`src/rtl/wave_gen_dds_if.sv`:
```
// Sample-stream bundle between the waveform generator (master) and its consumer (slave).
// The slave side also supplies the one-hot waveform request.
interface wave_gen_dds_if;
  logic [3:0] wave_select;
  logic [7:0] data_out;
  logic       data_valid;
  logic       cycle_start;

  modport master (
    input  wave_select,
    output data_out,
    output data_valid,
    output cycle_start
  );

  modport slave (
    output wave_select,
    input  data_out,
    input  data_valid,
    input  cycle_start
  );
endinterface

```
`src/rtl/wave_gen_dds.sv`:
```
// DDS waveform generator: a 32-bit phase accumulator feeds an 8-bit sine/square/
// triangle/sawtooth shaper. The waveform is switched only at a phase wrap.
module wave_gen_dds #(
  parameter logic [31:0] FREQ_CTRL  = 32'd42949,
  parameter logic [7:0]  PHASE_CTRL = 8'd0
) (
  input logic            sys_clk,
  input logic            sys_rst,
  wave_gen_dds_if.master bus
);

  localparam logic [7:0] MIDSCALE = 8'd128;

  // Quarter-wave table: round(127*sin(2*pi*(i+0.5)/256)).
  function automatic logic [6:0] sine_quarter(input logic [5:0] idx);
    logic [6:0] q;
    case (idx)
      6'd0:  q = 7'd2;    6'd1:  q = 7'd5;    6'd2:  q = 7'd8;    6'd3:  q = 7'd11;
      6'd4:  q = 7'd14;   6'd5:  q = 7'd17;   6'd6:  q = 7'd20;   6'd7:  q = 7'd23;
      6'd8:  q = 7'd26;   6'd9:  q = 7'd29;   6'd10: q = 7'd32;   6'd11: q = 7'd35;
      6'd12: q = 7'd38;   6'd13: q = 7'd41;   6'd14: q = 7'd44;   6'd15: q = 7'd47;
      6'd16: q = 7'd50;   6'd17: q = 7'd53;   6'd18: q = 7'd56;   6'd19: q = 7'd58;
      6'd20: q = 7'd61;   6'd21: q = 7'd64;   6'd22: q = 7'd67;   6'd23: q = 7'd69;
      6'd24: q = 7'd72;   6'd25: q = 7'd74;   6'd26: q = 7'd77;   6'd27: q = 7'd79;
      6'd28: q = 7'd82;   6'd29: q = 7'd84;   6'd30: q = 7'd86;   6'd31: q = 7'd89;
      6'd32: q = 7'd91;   6'd33: q = 7'd93;   6'd34: q = 7'd95;   6'd35: q = 7'd97;
      6'd36: q = 7'd99;   6'd37: q = 7'd101;  6'd38: q = 7'd103;  6'd39: q = 7'd105;
      6'd40: q = 7'd106;  6'd41: q = 7'd108;  6'd42: q = 7'd110;  6'd43: q = 7'd111;
      6'd44: q = 7'd113;  6'd45: q = 7'd114;  6'd46: q = 7'd115;  6'd47: q = 7'd117;
      6'd48: q = 7'd118;  6'd49: q = 7'd119;  6'd50: q = 7'd120;  6'd51: q = 7'd121;
      6'd52: q = 7'd122;  6'd53: q = 7'd123;  6'd54: q = 7'd124;  6'd55: q = 7'd124;
      6'd56: q = 7'd125;  6'd57: q = 7'd125;  6'd58: q = 7'd126;  6'd59: q = 7'd126;
      6'd60: q = 7'd127;  6'd61: q = 7'd127;  6'd62: q = 7'd127;  6'd63: q = 7'd127;
      default: q = 7'd127;
    endcase
    return q;
  endfunction

  function automatic logic is_onehot(input logic [3:0] s);
    return (s != 4'd0) && ((s & (s - 4'd1)) == 4'd0);
  endfunction

  function automatic logic [7:0] shape(input logic [7:0] p, input logic [3:0] sel);
    logic [5:0] idx;
    logic [7:0] q;
    logic [7:0] r;
    idx = p[6] ? ~p[5:0] : p[5:0];
    q   = {1'b0, sine_quarter(idx)};
    case (sel)
      4'b0001: r = p[7] ? (8'd127 - q) : (8'd128 + q);
      4'b0010: r = p[7] ? 8'd0 : 8'd255;
      4'b0100: r = p[7] ? (8'd255 - {p[6:0], 1'b0}) : {p[6:0], 1'b0};
      4'b1000: r = p;
      default: r = MIDSCALE;
    endcase
    return r;
  endfunction

  logic [32:0] acc_sum;
  logic        wrap;

  logic [31:0] phase_acc_p1;
  logic        wrap_p1;
  logic [3:0]  active_sel_p1;
  logic        vld_p1;

  logic [7:0]  addr_p2;
  logic [3:0]  sel_p2;
  logic        wrap_p2;

  logic [7:0]  data_p3;
  logic        cs_p3;
  logic        vld_p3;

  assign acc_sum = {1'b0, phase_acc_p1} + {1'b0, FREQ_CTRL};
  assign wrap    = acc_sum[32];

  // Stage 1: phase accumulation and wrap-gated select capture; an invalid
  // active select is refreshed every clock so start-up needs no wrap.
  always_ff @(posedge sys_clk or posedge sys_rst) begin
    if (sys_rst) begin
      phase_acc_p1  <= 32'd0;
      wrap_p1       <= 1'b0;
      active_sel_p1 <= 4'b0000;
      vld_p1        <= 1'b0;
    end else begin
      phase_acc_p1 <= acc_sum[31:0];
      wrap_p1      <= wrap;
      vld_p1       <= 1'b1;
      if (wrap || !is_onehot(active_sel_p1))
        active_sel_p1 <= bus.wave_select;
    end
  end

  // Stage 2: table address; the wrap flag travels with the address whose
  // phase it produced, so cycle_start lands on the period's first sample.
  always_ff @(posedge sys_clk or posedge sys_rst) begin
    if (sys_rst) begin
      addr_p2 <= 8'd0;
      sel_p2  <= 4'b0000;
      wrap_p2 <= 1'b0;
    end else begin
      addr_p2 <= phase_acc_p1[31:24] + PHASE_CTRL;
      sel_p2  <= active_sel_p1;
      wrap_p2 <= wrap_p1;
    end
  end

  // Stage 3: waveform shaping and output registers
  always_ff @(posedge sys_clk or posedge sys_rst) begin
    if (sys_rst) begin
      data_p3 <= MIDSCALE;
      cs_p3   <= 1'b0;
      vld_p3  <= 1'b0;
    end else begin
      data_p3 <= shape(addr_p2, sel_p2);
      cs_p3   <= wrap_p2;
      vld_p3  <= vld_p1;
    end
  end

  assign bus.data_out    = data_p3;
  assign bus.cycle_start = cs_p3;
  assign bus.data_valid  = vld_p3;

endmodule

```
`src/flat_wrapper.sv`:
```
// flat-port wrapper written by rule: the top's interface ports become plain ports
module wave_gen_dds_flat 
#(
  parameter logic [31:0] FREQ_CTRL  = 32'd42949,
  parameter logic [7:0]  PHASE_CTRL = 8'd0
)
  (sys_clk, sys_rst, bus_wave_select, bus_data_out, bus_data_valid, bus_cycle_start);
  wave_gen_dds_if bus_i ();
  input logic sys_clk;
  input logic sys_rst;
  input wire logic [$bits(bus_i.wave_select)-1:0] bus_wave_select;
  output wire logic [$bits(bus_i.data_out)-1:0] bus_data_out;
  output wire logic [$bits(bus_i.data_valid)-1:0] bus_data_valid;
  output wire logic [$bits(bus_i.cycle_start)-1:0] bus_cycle_start;
  assign bus_i.wave_select = bus_wave_select;
  assign bus_data_out = bus_i.data_out;
  assign bus_data_valid = bus_i.data_valid;
  assign bus_cycle_start = bus_i.cycle_start;
  wave_gen_dds #(.FREQ_CTRL(FREQ_CTRL), .PHASE_CTRL(PHASE_CTRL)) u_core (.sys_clk(sys_clk), .sys_rst(sys_rst), .bus(bus_i));
endmodule
```
`config.mk`:
```
export PLATFORM = sky130hd
export DESIGN_NAME = wave_gen_dds_flat
export DESIGN_NICKNAME = d
export VERILOG_FILES = /design/src/rtl/wave_gen_dds_if.sv /design/src/rtl/wave_gen_dds.sv /design/src/flat_wrapper.sv
export SDC_FILE = /design/constraint.sdc
export NUM_CORES = 1
export LEC_CHECK = 0
export CAP_MARGIN = 20
export CORE_MARGIN = 1
export CORE_UTILIZATION = 30
export DETAILED_ROUTE_END_ITERATION = 8
export GPL_ROUTABILITY_DRIVEN = 0
export MAX_ROUTING_LAYER = met4
export PLACE_DENSITY = 0.47
export RECOVER_POWER = 50
export SLEW_MARGIN = 0
export SYNTH_ARGS = -nofsm -noshare
export SYNTH_HDL_FRONTEND = slang
export SYNTH_SLANG_ARGS = --single-unit
```
`constraint.sdc`:
```
create_clock -name sys_clk -period 3.02 [get_ports sys_clk]
set_input_delay 0.906 -clock sys_clk [delete_from_list [all_inputs] [get_ports sys_clk]]
set_output_delay 0.906 -clock sys_clk [all_outputs]
set_load 0.01 [all_outputs]
```
# ---- Word-level counts from Yosys, hierarchy flattened
# Memory sizes are Yosys's and may differ from the RTL's.
# Index checks and enable logic that the tools add are counted.
dict set report word_totals {
  regBits 61
  romBits 448
  in_bits 6
  wordCells 32
  mem_count 1
}
# memory words word_bits rd rd_clocked_by_memory_dff wr line_no
set memory_table {}
lappend memory_table {{(name not given)} 64 7 1 0 0 wave_gen_dds.sv:17} ;# case (idx)
dict set report op_classes {
  addsub 5
  eq_ne 4
  muxes 5
  bitwise 2
  n_reduce_logical 5
}
# op count
set op_table {}
lappend op_table {{32-bit by 16-bit adder with 33-bit output, second input constant} 1}
lappend op_table {{8-bit case mux with 4 select lines} 1}
lappend op_table {{8-bit two-way mux} 3}
lappend op_table {{8-bit by 7-bit adder with 8-bit output, first input constant} 1}
lappend op_table {{7-bit by 7-bit subtractor with 8-bit output, first input constant} 1}
lappend op_table {{8-bit subtractor, first input constant} 1}
lappend op_table {{6-bit two-way mux} 1}
lappend op_table {{6-bit inverter} 1}
lappend op_table {{4-bit bitwise AND} 1}
lappend op_table {{4-bit by 1-bit == test with 1-bit output, second input constant} 1}
lappend op_table {{4-bit by 2-bit == test with 1-bit output, second input constant} 1}
lappend op_table {{4-bit by 3-bit == test with 1-bit output, second input constant} 1}
lappend op_table {{4-bit == test, second input constant} 1}
lappend op_table {{4-bit logical NOT} 1}
lappend op_table {{4-bit nonzero test} 1}
lappend op_table {{4-bit by 1-bit subtractor with 4-bit output, second input constant} 1}
lappend op_table {{1-bit logical AND} 1}
lappend op_table {{1-bit logical NOT} 1}
lappend op_table {{1-bit logical OR} 1}

# ---- Longest topological paths before layout
dict set report depth {
  ltp_word 6
  depth_mapped 9
  depth_no_buf 8
}

# ---- Worst setup path after synthesis
# No wires, ideal clock.
dict set report synth_timing {
  path_kind {register to register}
  startpoint {register u_core.phase_acc_p1[0]}
  endpoint {register u_core.active_sel_p1[0]}
  setup_ps 125
  arrival_ps 1926
  setup_slack_ps 969
  stages_incl_launch_ff 9
  path_buffers 0
  cell_sequence {dfrtp_1 ha_1 o2111ai_1 nand2_1 nor2_1 o21ai_2 and2_4 a31oi_4 mux2_4}
}
dict set report synth_between {
  elab_chain_len 2
}
# item line_no
set synth_lines {}
lappend synth_lines {{start: declaration} wave_gen_dds.sv:62} ;# logic [31:0] phase_acc_p1;
lappend synth_lines {{start signal: assignment} wave_gen_dds.sv:87} ;# phase_acc_p1 <= acc_sum[31:0];
lappend synth_lines {{32-bit by 16-bit adder with 33-bit output} wave_gen_dds.sv:75} ;# assign acc_sum = {1'b0, phase_acc_p1} + {1'b0, FREQ_CTRL};
lappend synth_lines {{1-bit logical OR} wave_gen_dds.sv:90} ;# if (wrap || !is_onehot(active_sel_p1))
lappend synth_lines {{end signal: assignment} wave_gen_dds.sv:91} ;# active_sel_p1 <= bus.wave_select;
lappend synth_lines {{end: declaration} wave_gen_dds.sv:64} ;# logic [3:0] active_sel_p1;
# No other way between the ends.
# A chain may end at the register's enable or synchronous reset.

# ---- Final worst setup path
dict set report layout_timing {
  startpoint {register u_core.addr_p2[3]}
  endpoint {register u_core.data_p3[3] (netlist: u_core.bus.data_out[3])}
}
dict set report layout_between {
  elab_chain_len 6
  word_cells_on_any_way 7
}
# item line_no
set layout_lines {}
lappend layout_lines {{start: declaration} wave_gen_dds.sv:67} ;# logic [7:0] addr_p2;
lappend layout_lines {{start signal: assignment} wave_gen_dds.sv:103} ;# addr_p2 <= phase_acc_p1[31:24] + PHASE_CTRL;
lappend layout_lines {{6-bit inverter} wave_gen_dds.sv:47} ;# idx = p[6] ? ~p[5:0] : p[5:0];
lappend layout_lines {{6-bit two-way mux} wave_gen_dds.sv:47}
lappend layout_lines {{memory read 64 x 7 bit} n/a}
lappend layout_lines {{8-bit by 7-bit adder with 8-bit output / 7-bit by 7-bit subtractor with 8-bit output (equally long branches)} wave_gen_dds.sv:50} ;# 4'b0001: r = p[7] ? (8'd127 - q) : (8'd128 + q);
lappend layout_lines {{8-bit two-way mux} wave_gen_dds.sv:50}
lappend layout_lines {{8-bit case mux with 4 select lines *} wave_gen_dds.sv:49} ;# case (sel)
lappend layout_lines {{end signal: assignment} wave_gen_dds.sv:116} ;# data_p3 <= shape(addr_p2, sel_p2);
lappend layout_lines {{end: declaration} wave_gen_dds.sv:71} ;# logic [7:0] data_p3;
# Every way passes the cells marked *; elsewhere a longest branch is shown, timed or not.

==> impl_metrics.json <==
{
  "status": "completed",
  "area_delta_synth_final_pct": 16.5,
  "irDropWorstVdd_v": 0.000387,
  "finalHoldViolCount": 0,
  "wl_met1_um": 3910,
  "drt_iter0_drc": 159,
  "synth_cell_types": 66,
  "cts_tree": "yes",
  "wl_per_cell_um": 14.9,
  "via_per_inst": 5.19,
  "dieWidth_um": 110,
  "hold_buffers": 0,
  "pre_cts_slack_ns": 0.626,
  "die_h_um": 110,
  "initial_utilization_pct": 30.7,
  "slew_violations": 0,
  "yosys.area_share.simple_pct": 18.2,
  "fin_nets": 385,
  "crit_type": "flip-flop to flip-flop",
  "htree_num_levels": 3,
  "layout-drive-gt1-share_pct": 12.3,
  "p_leak_nw": 1.69,
  "async_flop_share_pct": 100,
  "grt_pass1_vias": 2594,
  "fill_cells": 1197,
  "grt_max_degree": 28,
  "syn-num-nets": 371,
  "synth_top_family_by_area": "compound AO/OA/AOI/OAI gates",
  "drt_wl_total_um": 7800,
  "path_clk_slew_ns": 0.05,
  "num_io_pins": 16,
  "multi_input_area_sq_um": 1820,
  "route.met3.wl_um": 278,
  "clk_path_buf_depth": 2,
  "synth_edf_count": 0,
  "rsz0062_at_grt": "no",
  "worstSetupStartpointType": "flip-flop",
  "synth-compound-area-share_pct": 19.0,
  "ys_warn_count": 0,
  "synthFlopType": "dfrtp_1",
  "ant_nets": 0,
  "tns_ns": 0,
  "antenna_found_initial": 0,
  "finalCritPeriodShare_pct": 78.2,
  "period_needed_ns": 2.36,
  "grt_pass1_wl_um": 13400,
  "highest_layer": "met4",
  "fin_worst_skew_ns": 0.00555,
  "wl_met2_um": 3460,
  "dieArea_sq_um": 12100,
  "fin_util_pct": 35.8,
  "clock_latency_ns": 0.32,
  "hold_class": "flip-flop to flip-flop",
  "max_freq_mhz": 424,
  "synth_adder_area_share_pct": 0.642,
  "drv_cap": 0,
  "netlist_area_sq_um": 3510,
  "clock-sinks": 61,
  "synthMuxAreaShare_pct": 2.64,
  "cts_buffers": 9,
  "cts_resized": 0,
  "synth-seq-area-share_pct": 43.6,
  "place_hpwl_um": 5440,
  "rows": 39,
  "drc": 0,
  "worst_slew_margin_rel_pct": 41.6,
  "critPathMaxFanout": 23,
  "synth_area_per_cell_sq_um": 9.63,
  "setup_viol": 0,
  "post_cts_buffers": 0,
  "ctsRootBufferMaster": "clkbuf_16",
  "seqCellArea_sq_um": 1530,
  "num_antenna_cells": 0,
  "worstPathArrival_ns": 2.60,
  "drtPass1Iterations": 4,
  "tightestPinTransition_ns": 0.875,
  "grt.overflow.total": 0,
  "end_kind": "flip-flop",
  "synth_xor_area_share_pct": 11.2,
  "grt_use_total_pct": 14.9,
  "io_buffers": 15,
  "power_density_nw_per_um2": 584,
  "vias": 2721,
  "required_ns": 3.26,
  "ys_ff_latch": 61,
  "fin_ws_ns": 0.659,
  "synth_cells": 364,
  "core_area_sq_um": 11400
}
==> report_power, final <==
| part | switching [mW] | internal (mW) | leakage (nW) | total (mW) |
|---|---|---|---|---|
| sequential | 0.0914 | 0.911 | 0.783 | 1.00 |
| combinational | 0.162 | 0.204 | 0.759 | 0.365 |
| clock | 0.321 | 0.695 | 0.148 | 1.02 |
| total | 0.574 | 1.81 | 1.69 | 2.38 |
==> critical path: stages, from the launching register on <==
cell and delay (ns):
dfrtp_1 0.80, or2_1 0.35, o21ai_0 0.15, o311ai_0 0.38, o2111ai_1 0.24, xor2_1 0.18, o21ai_0 0.17
==> sequential cells by signal, summed over array words and instances, names as in the netlist <==
name and flops:
u_core.sel_p2 4, u_core.addr_p2 8, u_core.vld_p1 1, u_core.bus.data_valid 1, u_core.bus.data_out 8, u_core.active_sel_p1 4, u_core.phase_acc_p1 32, u_core.wrap_p1 1
u_core.bus.cycle_start 1, u_core.wrap_p2 1
==> synthesized netlist by cell type, drive strengths merged, types with 2 or more instances <==
master    n  share of area [%]
o21a      4               0.86
dfrtp    60                 43
nor4b     3               0.93
inv       8               0.86
o21ai    32                4.7
nor2b     8                1.5
xnor2    28                7.0
o2111ai   2               0.50
o22ai     7                1.2
a211o     2               0.50
nor2     26                2.9
nand4     4               0.89
nor3      6                1.0
and2      2               0.43
o211ai    2               0.43
a211oi    2               0.43
o311ai    2               0.50
a221oi    8                2.0
a21oi    16                2.3
o221ai    3               0.75
o32ai     2               0.50
a31oi     6                1.5
or2       5               0.89
nand3     9                1.3
a221o     3               0.86
clkbuf    3               0.32
xor2     17                4.2
nand2    29                3.1
nor3b     5                1.1
and3      7                1.6
mux2      6                2.4
buf      20                3.5
nor4      4               0.71
nand2b    7                1.2
==> cell families after synthesis <==
group                      count (synthesis)
AOI/OAI and AO/OA                         99
adders and majority gates                  2
buffers and inverters                     31
DFF                                       61
other                                      1
and+or+nand+nor                          118
xor gates and xnor gates                  45
muxes                                      7
==> metrics by stage <==
step           hold slack [ns]  instances  instance area, sq um  power (mW)
3_5_place_dp             0.342        510                  3800        1.38
6_report                 0.348        524                  4080        2.38
2_1_floorplan            0.331        364                  3510        1.24
5_1_grt                  0.356        524                  4080        2.53
4_1_cts                  0.350        524                  4100        2.42
3_3_place_gp             0.334        510                  3800        1.38
==> cells in the final DEF (no fill, tap or decap), types with 7 or more instances in the layout <==
master	instances
dfrtp_1	60
nand2_1	29
o21ai_0	28
xnor2_1	28
nor2_1	25
xor2_1	17
a21oi_1	16
clkdlybuf4s50_1	14
buf_4	10
nand3_1	9
clkbuf_16	9
inv_1	8
a221oi_1	8
nand2b_1	7
o22ai_1	7
nor2b_1	7
==> metal layers <==
layer  vias up  GRT usage (%)
li1       1335              -
met1      1321           21.1
met2        52           20.3
met3        13           3.59
met4         0           5.64
met5         -              -
==> area by class of cell <==
cell class	instances	area share [%]
Sequential cell	61	37.4
Clock inverter	1	0.736
Multi-Input combinational cell	272	44.5
Clock buffer	13	6.62
Timing Repair Buffer	26	5.64
Tap cell	143	4.38
Inverter	8	0.736
==> final timing paths <==
path / slack (ns) / endpoint / from / depth (start not counted)
hold / removal: 0.35 / u_core.wrap_p2 / u_core.wrap_p1 / 0
min in group asynchronous: 1.21 / u_core.bus.data_valid / sys_rst / 2
setup / recovery: 0.66 / u_core.bus.data_out[3] / u_core.addr_p2[3] / 6
hold reg to reg: 0.35 / u_core.wrap_p2 / u_core.wrap_p1 / 0
setup reg to reg: 0.66 / u_core.bus.data_out[3] / u_core.addr_p2[3] / 6
max in group asynchronous: 0.74 / u_core.phase_acc_p1[20] / sys_rst / 3
No activity file was read; power rests on OpenSTA's default activity.
